### config.mk
export PLATFORM = sky130hd
export DESIGN_NAME = fetch_ctrl_flat
export DESIGN_NICKNAME = d
export VERILOG_FILES = /design/src/rtl/fetch_pkg.sv /design/src/rtl/fetch_ctrl_if.sv /design/src/rtl/fetch_ctrl_jump_lut.sv /design/src/rtl/fetch_ctrl.sv /design/src/flat_wrapper.sv
export SDC_FILE = /design/constraint.sdc
export NUM_CORES = 1
export LEC_CHECK = 0
export ABC_AREA = 1
export CORE_UTILIZATION = 49
export DETAILED_ROUTE_END_ITERATION = 10
export PLACE_DENSITY = 0.81
export SETUP_SLACK_MARGIN = 0.4
export SLEW_MARGIN = 20
export SYNTH_ARGS = -nofsm -noshare
export SYNTH_HDL_FRONTEND = slang
export SYNTH_SLANG_ARGS = --single-unit
### constraint.sdc
create_clock -name Clk -period 2.5 [get_ports Clk]
set_input_delay 0.5 -clock Clk [delete_from_list [all_inputs] [get_ports Clk]]
set_output_delay 0.5 -clock Clk [all_outputs]
set_load 0.01 [all_outputs]
### src/rtl/fetch_pkg.sv
// Shared types, default widths and the constant jump-target table for the fetch sequencer.
package fetch_pkg;

    localparam int FETCH_A       = 10;
    localparam int FETCH_LUT_IDX = 4;
    localparam int FETCH_OFF_W   = 6;
    localparam int FETCH_CNT_W   = 16;

    localparam int JUMP_ENTRIES  = 2 ** FETCH_LUT_IDX;

    typedef enum logic [1:0] {
        FETCH_IDLE = 2'd0,
        FETCH_RUN  = 2'd1,
        FETCH_DONE = 2'd2
    } fetch_state_t;

    // Listed from entry 15 down to entry 0.
    localparam logic [JUMP_ENTRIES-1:0][FETCH_A-1:0] JUMP_TABLE = {
        10'h3FF, 10'h321, 10'h123, 10'h3FD,
        10'h0FF, 10'h300, 10'h2AA, 10'h155,
        10'h010, 10'h3FE, 10'h080, 10'h200,
        10'h3F0, 10'h100, 10'h040, 10'h000
    };

endpackage

### src/rtl/fetch_ctrl_if.sv
// Decoder-side bundle of the fetch sequencer: decode requests in, PC and status out.
interface fetch_ctrl_if
    import fetch_pkg::*;
#(
    parameter int A       = FETCH_A,
    parameter int LUT_IDX = FETCH_LUT_IDX,
    parameter int OFF_W   = FETCH_OFF_W,
    parameter int CNT_W   = FETCH_CNT_W
) ();

    logic               Start;
    logic               Halt;
    logic               Stall;
    logic               BranchTaken;
    logic               BranchAbs;
    logic [OFF_W-1:0]   BrOffset;
    logic [LUT_IDX-1:0] JumpIdx;

    logic [A-1:0]       InstAddress;
    logic               Running;
    logic               Done;
    logic [CNT_W-1:0]   CycleCount;

    modport master (
        output Start, Halt, Stall, BranchTaken, BranchAbs, BrOffset, JumpIdx,
        input  InstAddress, Running, Done, CycleCount
    );

    modport slave (
        input  Start, Halt, Stall, BranchTaken, BranchAbs, BrOffset, JumpIdx,
        output InstAddress, Running, Done, CycleCount
    );

endinterface

### src/rtl/fetch_ctrl_jump_lut.sv
// Combinational index-to-target lookup over the package jump table.
module jump_lut
    import fetch_pkg::*;
#(
    parameter int A       = FETCH_A,
    parameter int LUT_IDX = FETCH_LUT_IDX
) (
    input  logic [LUT_IDX-1:0] idx,
    output logic [A-1:0]       target
);

    always_comb begin
        target = A'(JUMP_TABLE[idx]);
    end

endmodule

### src/rtl/fetch_ctrl.sv
// PC and fetch sequencer driving the instruction ROM address.
// Optional RUN-cycle counter built only when FETCH_CYCLE_COUNT_EN is defined.
//
//   state | meaning
//   IDLE  | out of reset, PC = 0, nothing executes
//   RUN   | fetching and executing, PC advances per decode inputs
//   DONE  | program ended (halt or end of ROM), PC frozen
module fetch_ctrl
    import fetch_pkg::*;
#(
    parameter int A       = FETCH_A,
    parameter int LUT_IDX = FETCH_LUT_IDX,
    parameter int OFF_W   = FETCH_OFF_W,
    parameter int CNT_W   = FETCH_CNT_W
) (
    input  logic         Clk,
    input  logic         Reset_n,
    fetch_ctrl_if.slave  bus
);

    localparam logic [1:0] S_IDLE = FETCH_IDLE;
    localparam logic [1:0] S_RUN  = FETCH_RUN;
    localparam logic [1:0] S_DONE = FETCH_DONE;

    logic [1:0]   state_q, state_d;
    logic [A-1:0] pc_q, pc_d;
    logic [A-1:0] jump_target;
    logic [A-1:0] br_offset_ext;
    logic         start_accept;

    jump_lut #(
        .A       (A),
        .LUT_IDX (LUT_IDX)
    ) u_jump_lut (
        .idx    (bus.JumpIdx),
        .target (jump_target)
    );

    assign br_offset_ext = {{(A - OFF_W){bus.BrOffset[OFF_W-1]}}, bus.BrOffset};
    assign start_accept  = bus.Start && (state_q == S_IDLE || state_q == S_DONE);

    always_comb begin
        state_d = state_q;
        pc_d    = pc_q;
        case (state_q)
            S_IDLE, S_DONE: begin
                if (start_accept) begin
                    state_d = S_RUN;
                    pc_d    = '0;
                end
            end
            S_RUN: begin
                if (bus.Halt) begin
                    state_d = S_DONE;
                end else if (bus.Stall) begin
                    pc_d = pc_q;
                end else if (bus.BranchTaken) begin
                    pc_d = bus.BranchAbs ? jump_target : pc_q + br_offset_ext;
                end else if (pc_q == '1) begin
                    // Falling off the last ROM word ends the program in place.
                    state_d = S_DONE;
                end else begin
                    pc_d = pc_q + A'(1);
                end
            end
            default: begin
                state_d = S_IDLE;
                pc_d    = '0;
            end
        endcase
    end

    always_ff @(posedge Clk or negedge Reset_n) begin
        if (!Reset_n) begin
            state_q <= S_IDLE;
            pc_q    <= '0;
        end else begin
            state_q <= state_d;
            pc_q    <= pc_d;
        end
    end

    assign bus.InstAddress = pc_q;
    assign bus.Running     = (state_q == S_RUN);
    assign bus.Done        = (state_q == S_DONE);

`ifdef FETCH_CYCLE_COUNT_EN
    logic [CNT_W-1:0] cnt_q, cnt_d;

    // The halting edge is still a RUN edge, so it is counted too.
    always_comb begin
        cnt_d = cnt_q;
        if (start_accept) begin
            cnt_d = '0;
        end else if (state_q == S_RUN && cnt_q != '1) begin
            cnt_d = cnt_q + CNT_W'(1);
        end
    end

    always_ff @(posedge Clk or negedge Reset_n) begin
        if (!Reset_n) begin
            cnt_q <= '0;
        end else begin
            cnt_q <= cnt_d;
        end
    end

    assign bus.CycleCount = cnt_q;
`else
    assign bus.CycleCount = '0;
`endif

endmodule

### src/flat_wrapper.sv
// flat-port wrapper written by rule: the top's interface ports become plain ports
module fetch_ctrl_flat import fetch_pkg::*;
#(
    parameter int A       = FETCH_A,
    parameter int LUT_IDX = FETCH_LUT_IDX,
    parameter int OFF_W   = FETCH_OFF_W,
    parameter int CNT_W   = FETCH_CNT_W
)
  (Clk, Reset_n, bus_Start, bus_Halt, bus_Stall, bus_BranchTaken, bus_BranchAbs, bus_BrOffset, bus_JumpIdx, bus_InstAddress, bus_Running, bus_Done, bus_CycleCount);
  fetch_ctrl_if #(.A(A), .LUT_IDX(LUT_IDX), .OFF_W(OFF_W), .CNT_W(CNT_W)) bus_i ();
  input  logic Clk;
  input  logic Reset_n;
  input wire logic [$bits(bus_i.Start)-1:0] bus_Start;
  input wire logic [$bits(bus_i.Halt)-1:0] bus_Halt;
  input wire logic [$bits(bus_i.Stall)-1:0] bus_Stall;
  input wire logic [$bits(bus_i.BranchTaken)-1:0] bus_BranchTaken;
  input wire logic [$bits(bus_i.BranchAbs)-1:0] bus_BranchAbs;
  input wire logic [$bits(bus_i.BrOffset)-1:0] bus_BrOffset;
  input wire logic [$bits(bus_i.JumpIdx)-1:0] bus_JumpIdx;
  output wire logic [$bits(bus_i.InstAddress)-1:0] bus_InstAddress;
  output wire logic [$bits(bus_i.Running)-1:0] bus_Running;
  output wire logic [$bits(bus_i.Done)-1:0] bus_Done;
  output wire logic [$bits(bus_i.CycleCount)-1:0] bus_CycleCount;
  assign bus_i.Start = bus_Start;
  assign bus_i.Halt = bus_Halt;
  assign bus_i.Stall = bus_Stall;
  assign bus_i.BranchTaken = bus_BranchTaken;
  assign bus_i.BranchAbs = bus_BranchAbs;
  assign bus_i.BrOffset = bus_BrOffset;
  assign bus_i.JumpIdx = bus_JumpIdx;
  assign bus_InstAddress = bus_i.InstAddress;
  assign bus_Running = bus_i.Running;
  assign bus_Done = bus_i.Done;
  assign bus_CycleCount = bus_i.CycleCount;
  fetch_ctrl #(.A(A), .LUT_IDX(LUT_IDX), .OFF_W(OFF_W), .CNT_W(CNT_W)) u_core (.Clk(Clk), .Reset_n(Reset_n), .bus(bus_i));
endmodule
==> results of run 1 <==
==> stage by stage <==
step	utilization, %	cell area, um^2	power, mW	hold slack, ns	setup WS, ns
finish	65.6	2040	1.20	0.530	0.492
global route	65.6	2040	1.31	0.560	0.364
CTS	62.8	1950	1.13	0.531	0.416
detailed placement	61.7	1910	0.996	0.517	0.0125
global placement	61.7	1910	0.986	0.508	0.0709
floorplan	-	1690	0.783	0.204	0.540
==> cells in the mapped netlist, types with 4 or more instances <==
cell | instances | area share, %
nand2_1 | 75 | 17
inv_1 | 27 | 6.2
nand3_1 | 20 | 6.1
a21oi_1 | 18 | 5.5
nor2_1 | 17 | 3.9
o21ai_0 | 17 | 5.2
buf_4 | 16 | 7.4
ha_1 | 14 | 11
dfrtp_1 | 12 | 18
o21ai_1 | 5 | 1.5
inv_2 | 4 | 0.92
nand4_1 | 4 | 1.5
==> placed cells by master (no fill, tap or decap), types with 2 or more instances in the layout <==
master / count
a21oi_1: 16
a21oi_2: 2
buf_4: 5
clkbuf_4: 3
clkdlybuf4s50_1: 26
conb_1: 16
dfrtp_1: 11
dlymetal6s2s_1: 2
ha_1: 10
ha_4: 3
inv_1: 25
inv_2: 6
nand2_1: 73
nand2_2: 3
nand3_1: 19
nand3b_1: 2
nand4_1: 4
nor2_1: 16
nor2_2: 2
nor3_2: 2
o21ai_0: 16
o21ai_1: 5
o21ai_2: 2
o21ai_4: 2
xnor2_1: 2
==> logic make-up after synthesis <==
logic type | synth area share [%]
buffers and inverters | 15.9
other | 0.230
xor gates and xnor gates | 1.61
DFF | 18.4
adders and majority gates | 12.0
AOI/OAI and AO/OA | 17.6
and+or+nand+nor | 34.3
==> power groups by stage <==
stage	sequential (mW)	combinational [mW]	clock [mW]
after global routing	0.355	0.816	0.136
final	0.344	0.726	0.127
after detailed placement	0.341	0.655	0
after floorplan	0.332	0.451	0
after CTS	0.337	0.665	0.128
after global placement	0.339	0.647	0
==> layer usage <==
metal | part of all wire (%) | GRT usage [%] | wire (um)
met1 | 44 | 32.4 | 1780
met2 | 48 | 37.1 | 1960
met3 | 6.2 | 4.76 | 254
met4 | 2.1 | 7.64 | 84
met5 | 0 | 0 | 0
==> sequential cells by signal (all words and copies together), names as in the netlist <==
name / count
u_core.bus.InstAddress: 10
u_core.state_q: 2
==> final timing paths <==
path                                                 from                        end  cells after the start  slack (ns)
worst min-delay path                    u_core.state_q[0]          u_core.state_q[0]                      1        0.53
worst max-delay path            u_core.bus.InstAddress[0]  u_core.bus.InstAddress[8]                     13        0.49
min in group asynchronous                         Reset_n  u_core.bus.InstAddress[3]                      1        0.56
worst max register to register  u_core.bus.InstAddress[0]  u_core.bus.InstAddress[8]                     13        0.49
worst min register to register          u_core.state_q[0]          u_core.state_q[0]                      1        0.53
max in group asynchronous                         Reset_n  u_core.bus.InstAddress[0]                      1        1.55
==> cell type report <==
cell class	instances	area (um^2)	area share, %
clock buffers	3	22.5	1.11
flip-flops and latches	12	302	14.8
repair buffers	33	323	15.9
inverters	32	120	5.90
well taps	44	55.1	2.70
multi-input cells	212	1210	59.6
==> what timing repair did <==
action	in CTS	in global routing
gates cloned	0	0
resized for setup	5	17
setup endpoints to repair	2	11
pin swaps	0	6
setup buffers	0	1
==> metrics.csv, run 1 <==
stage;metric;value;unit
status;status;completed;
power_and_ir_drop;power.leakage;1.01;nW
sta;maxSlewHeadroom;63.4;%
floorplan;start_util;52.5;%
power_and_ir_drop;clock_power_share;10.6;%
power_and_ir_drop;seqPwrFrac;28.7;%
power_and_ir_drop;ir_worst_vdd;295;uV
sta;rsz0062_at_grt;true;
yosys;synth-edff-count;0;
sta;fin_crit;2.01;ns
cells_and_area;n_antenna_cell;0;
cells_and_area;fillers;296;
clock_network;clock_sinks;12;
grt;grt_usage;23.6;%
power_and_ir_drop;p_sw_share;48.2;%
yosys;syn_avg_cell_area;6.27;um^2
cells_and_area;nets;326;
clock_network;ctsHoldBuffers;0;
yosys;async_flop_share;100;%
critical_path;cp_common_cell;nand2_1;
sta;min_period_over_period;80.3;%
grt;grt_max_degree;14;
floorplan;row_count;20;
sta;tightest_slew;0.547;ns
clock_network;cts-htree-levels;1;
grt;antenna_found_initial;0;
critical_path;cp_cell_sequence;ha_2, inv_2, fa_2, inv_2, nand3_2, nand2_2, nand2_4, o21ai_4, nand2_1, nand2_1, o21ai_1, nand2_1, nand2_1;
clock_network;root_buffer;clkbuf_4;
critical_path;start_kind;flop;
grt;grt_pass1_wl;6370;um
sta;tns;0;ns
floorplan;ios;45;
sta;finalSetupViolations;0;
critical_path;end_kind;flop;
power_and_ir_drop;powerDensity;588;nW/um^2
critical_path;path_class;reg2reg;
critical_path;crit_fanout;10;
yosys;syn_inst;260;
critical_path;critical-path-top-delay-family;adder cells;
route;viasPerCell;5.24;
run;cap_viol_max_count;0;
floorplan;die-height;59.7;um
hold_path;hold_class;reg2reg;
clock_network;path_clk_slew;0.08;ns
route;routed_wl;4080;um
cells_and_area;instances_no_fill;336;
sta;fmax;498;MHz
grt;grt_pass1_vias;1435;
critical_path;cp_data_required_time;2.68;ns
floorplan;die_width;59.7;um
clock_network;cts_buffers;3;
yosys;synth_cell_types;36;
clock_network;insertion_delay;0.29;ns
placement;dp_hpwl;3060;um
critical_path;cpMaxStageDelayCell;dfrtp_2;
route;num_vias;1759;
route;drc;0;
route;drtIter0Drc;60;
cells_and_area;drive_gt1_share;12.7;%
yosys;ys_warn_count;0;
sta;report.final.slew_viol_count;0;
floorplan;core;3100;um^2
clock_network;tritoncts;yes;
grt;gr-total-overflow;0;
yosys;ys_seq_elements;12;
placement;globalplace.congestion;0.936;
route;drt-wirelength-per-cell;12.1;um
critical_path;max_stage_delay;0.47;ns
power_and_ir_drop;switching_power;0.576;mW
route;drtPass1Iterations;4;
yosys;synth_area;1630;um^2
floorplan;dieArea;3560;um^2
power_and_ir_drop;combPwrFrac;60.7;%
sta;hold_viol;0;
yosys;ys.flop_type;dfrtp_1;
placement;portBuffers;28;
power_and_ir_drop;p_int;0.620;mW
critical_path;cp_data_arrival_time;2.19;ns
yosys;ys_seq_area_share;18.4;%
critical_path;path_buf_inv;2;
sta;fin_skew;0.00821;ns
clock_network;clk_path_buf_depth;2;
cells_and_area;area_delta_synth_final;24.9;%
placement;placed_cells;332;
route;antenna_left;0;
Note: power is estimated with default switching activity, not from simulation.
==> run 2, diff against run 1 <==
Clock period 2.5 ns to 1.9 ns, I/O delays scaled along.
==> run 2 against run 1 <==
  * Maximum frequency is 13% higher
  * Combinational power is 91% higher
  * Largest cell class unchanged
  * Register-to-register slack worse by 0.38 ns
  * Wire length is 35% higher
  * First-iteration DRC count is 140% higher
  * Critical path depth stayed put
  * Worst hold slack worse by 0.075 ns
  * Sequential share of layout area is 2.4 points lower
  * Clock power is 70% higher
  * Cell area is 23% higher
==> metrics.csv, run 2 (same netlist as run 1, synthesis figures left out) <==
stage;metric;value;unit;change
status;status;completed;;
placement;globalplace.congestion;0.893;;-4.6%
clock_network;tritoncts;yes;;
floorplan;die_width;59.7;um;unchanged
critical_path;start_kind;flop;;
cells_and_area;nets;369;;+13%
route;drt-wirelength-per-cell;14.4;um;+19%
sta;tightest_slew;0.588;ns;+0.0410 ns
critical_path;cpMaxStageDelayCell;dfrtp_2;;
cells_and_area;n_antenna_cell;0;;unchanged
route;drtIter0Drc;144;;+140%
power_and_ir_drop;power.leakage;1.28;nW;+27%
sta;fin_crit;1.78;ns;-0.225 ns
sta;hold-worst-slack;0.455;ns;-0.0754 ns
clock_network;ctsHoldBuffers;0;;unchanged
clock_network;clk_path_buf_depth;2;;unchanged
floorplan;row_count;20;;unchanged
sta;report.final.slew_viol_count;0;;unchanged
critical_path;crit_fanout;4;;-6
clock_network;cts_buffers;3;;unchanged
sta;rsz0062_at_grt;true;;
route;antenna_left;0;;unchanged
grt;grt_pass1_vias;1957;;+36%
grt;grt_max_degree;14;;unchanged
run;cap_viol_max_count;0;;unchanged
route;drc;0;;unchanged
sta;min_period_over_period;93.9;%;+14 points
cells_and_area;area_delta_synth_final;53.6;%;
power_and_ir_drop;ir_worst_vdd;649;uV;+120%
sta;maxSlewHeadroom;60.7;%;-2.7 points
clock_network;path_clk_slew;0.08;ns;about the same
clock_network;cts-htree-levels;1;;unchanged
grt;gr-total-overflow;0;;unchanged
cells_and_area;final_common_cell;nand2_1;;
floorplan;die-height;59.7;um;unchanged
floorplan;core;3100;um^2;unchanged
placement;placed_cells;356;;+7.2%
cells_and_area;instances_no_fill;380;;+13%
clock_network;clock_sinks;12;;unchanged
sta;fmax;561;MHz;+13%
critical_path;cp_cell_sequence;ha_4, inv_2, fa_2, inv_2, nand3_2, nand2_2, nand2_2, a21o_1, nand3_1, nand2_1, nand2_1, nand2_1, nand2_1;;
power_and_ir_drop;power.total;2.02;mW;+69%
floorplan;ios;45;;unchanged
floorplan;start_util;52.5;%;unchanged
cells_and_area;drive_gt1_share;32.4;%;+20 points
grt;antenna_found_initial;0;;unchanged
clock_network;insertion_delay;0.29;ns;about the same
route;drtPass1Iterations;4;;unchanged
critical_path;end_kind;flop;;
sta;finalSetupViolations;0;;unchanged
sta;hold_viol;0;;unchanged
hold_path;hold_class;in2async;;
clock_network;root_buffer;clkbuf_4;;
cells_and_area;final_cell_mix;72 x nand2_1, 45 x buf_4, 24 x inv_1, 17 x nand3_1;;
sta;fin_skew;0.00498;ns;-0.00323 ns
placement;dp_slack;-0.364;ns;-0.376 ns
placement;portBuffers;28;;unchanged
critical_path;critical-path-top-delay-family;simple AND/OR/NAND/NOR gates;;
grt;grt_pass1_wl;8470;um;+33%
critical_path;cp_data_required_time;2.13;ns;-0.55 ns
critical_path;cp_common_cell;nand2_1;;
floorplan;dieArea;3560;um^2;unchanged
cells_and_area;largest_register_ffs;10;;unchanged
power_and_ir_drop;powerDensity;807;nW/um^2;+37%
sta;tns;0;ns;unchanged
route;viasPerCell;5.44;;+3.9%
route;routed_wl;5490;um;+35%
critical_path;path_buf_inv;2;;unchanged
critical_path;cp_data_arrival_time;2.01;ns;-0.18 ns
placement;dp_hpwl;3510;um;+15%
route;num_vias;2066;;+17%
sta;setup_ws;0.116;ns;-0.375 ns
critical_path;max_stage_delay;0.43;ns;-0.04 ns
critical_path;path_class;reg2reg;;
grt;grt_usage;31.9;%;+8.2 points
[run 2: cell types whose count changed in the layout (fill, tap and decap cells not counted), sizes merged]
cell	change
buf	+46
clkbuf	+3
clkdlybuf4s50	-18
dlygate4sd2	+15
dlymetal6s2s	-2
[run 2: through the flow]
stage | utilization [%] | instance area (um^2)
final | 80.7 | 2500
after global routing | 80.7 | 2500
after CTS | 79.8 | 2470
after detailed placement | 71.3 | 2210
after global placement | 71.3 | 2210
after floorplan | - | 1800
[run 2: final timing paths]
kind	slack [ns]	cells after the start	end	from
min reg2reg	0.55	2	u_core.state_q[1]	u_core.state_q[1]
max in group asynchronous	1.02	1	u_core.bus.InstAddress[0]	Reset_n
min	0.46	1	u_core.bus.InstAddress[8]	Reset_n
max reg2reg	0.12	13	u_core.bus.InstAddress[6]	u_core.bus.InstAddress[0]
min in group Clk	0.55	2	u_core.state_q[1]	u_core.state_q[1]
max	0.12	13	u_core.bus.InstAddress[6]	u_core.bus.InstAddress[0]
[run 2: what timing repair did]
action	4_1_cts	5_1_grt
gates cloned	0	0
pin swaps	22	1
resized for setup	55	9
endpoints found under the setup margin	24	16
setup buffers	17	3
[run 2: worst reg2reg max path, stage by stage, from the launching register on]
cell and delay [ns]:
dfrtp_2 0.43, ha_4 0.15, inv_2 0.04, fa_2 0.34
inv_2 0.07, nand3_2 0.06, nand2_2 0.08, nand2_2 0.07
a21o_1 0.16, nand3_1 0.08, nand2_1 0.06, nand2_1 0.06
nand2_1 0.06, nand2_1 0.07
[run 2: cell type report]
class	count	area, um^2
multi-input cells	212	1360
repair buffers	76	623
fillers	209	598
flip-flops and latches	12	312
inverters	32	120
well taps	44	55.1
clock buffers	4	36.3
[run 2: where the power goes]
group / switching, mW / total, mW / internal [mW]
Sequential: 0.0900 / 0.420 / 0.330
Combinational: 0.734 / 1.39 / 0.651
Clock: 0.0994 / 0.216 / 0.117
Total: 0.924 / 2.02 / 1.10
[run 2: per-layer routing]
layer	vias up	GRT usage, %	share of wire, %
li1	983	-	-
met1	939	37.8	39
met2	112	55.1	50
met3	32	6.93	6.6
met4	0	13.6	4.3
met5	-	0	0
==> run 3, diff against run 2 <==
Settings changed: HOLD_SLACK_MARGIN set to 0.03.
==> results of run 3 <==
No change in the layout: final DEF, timing and power equal those of run 2.
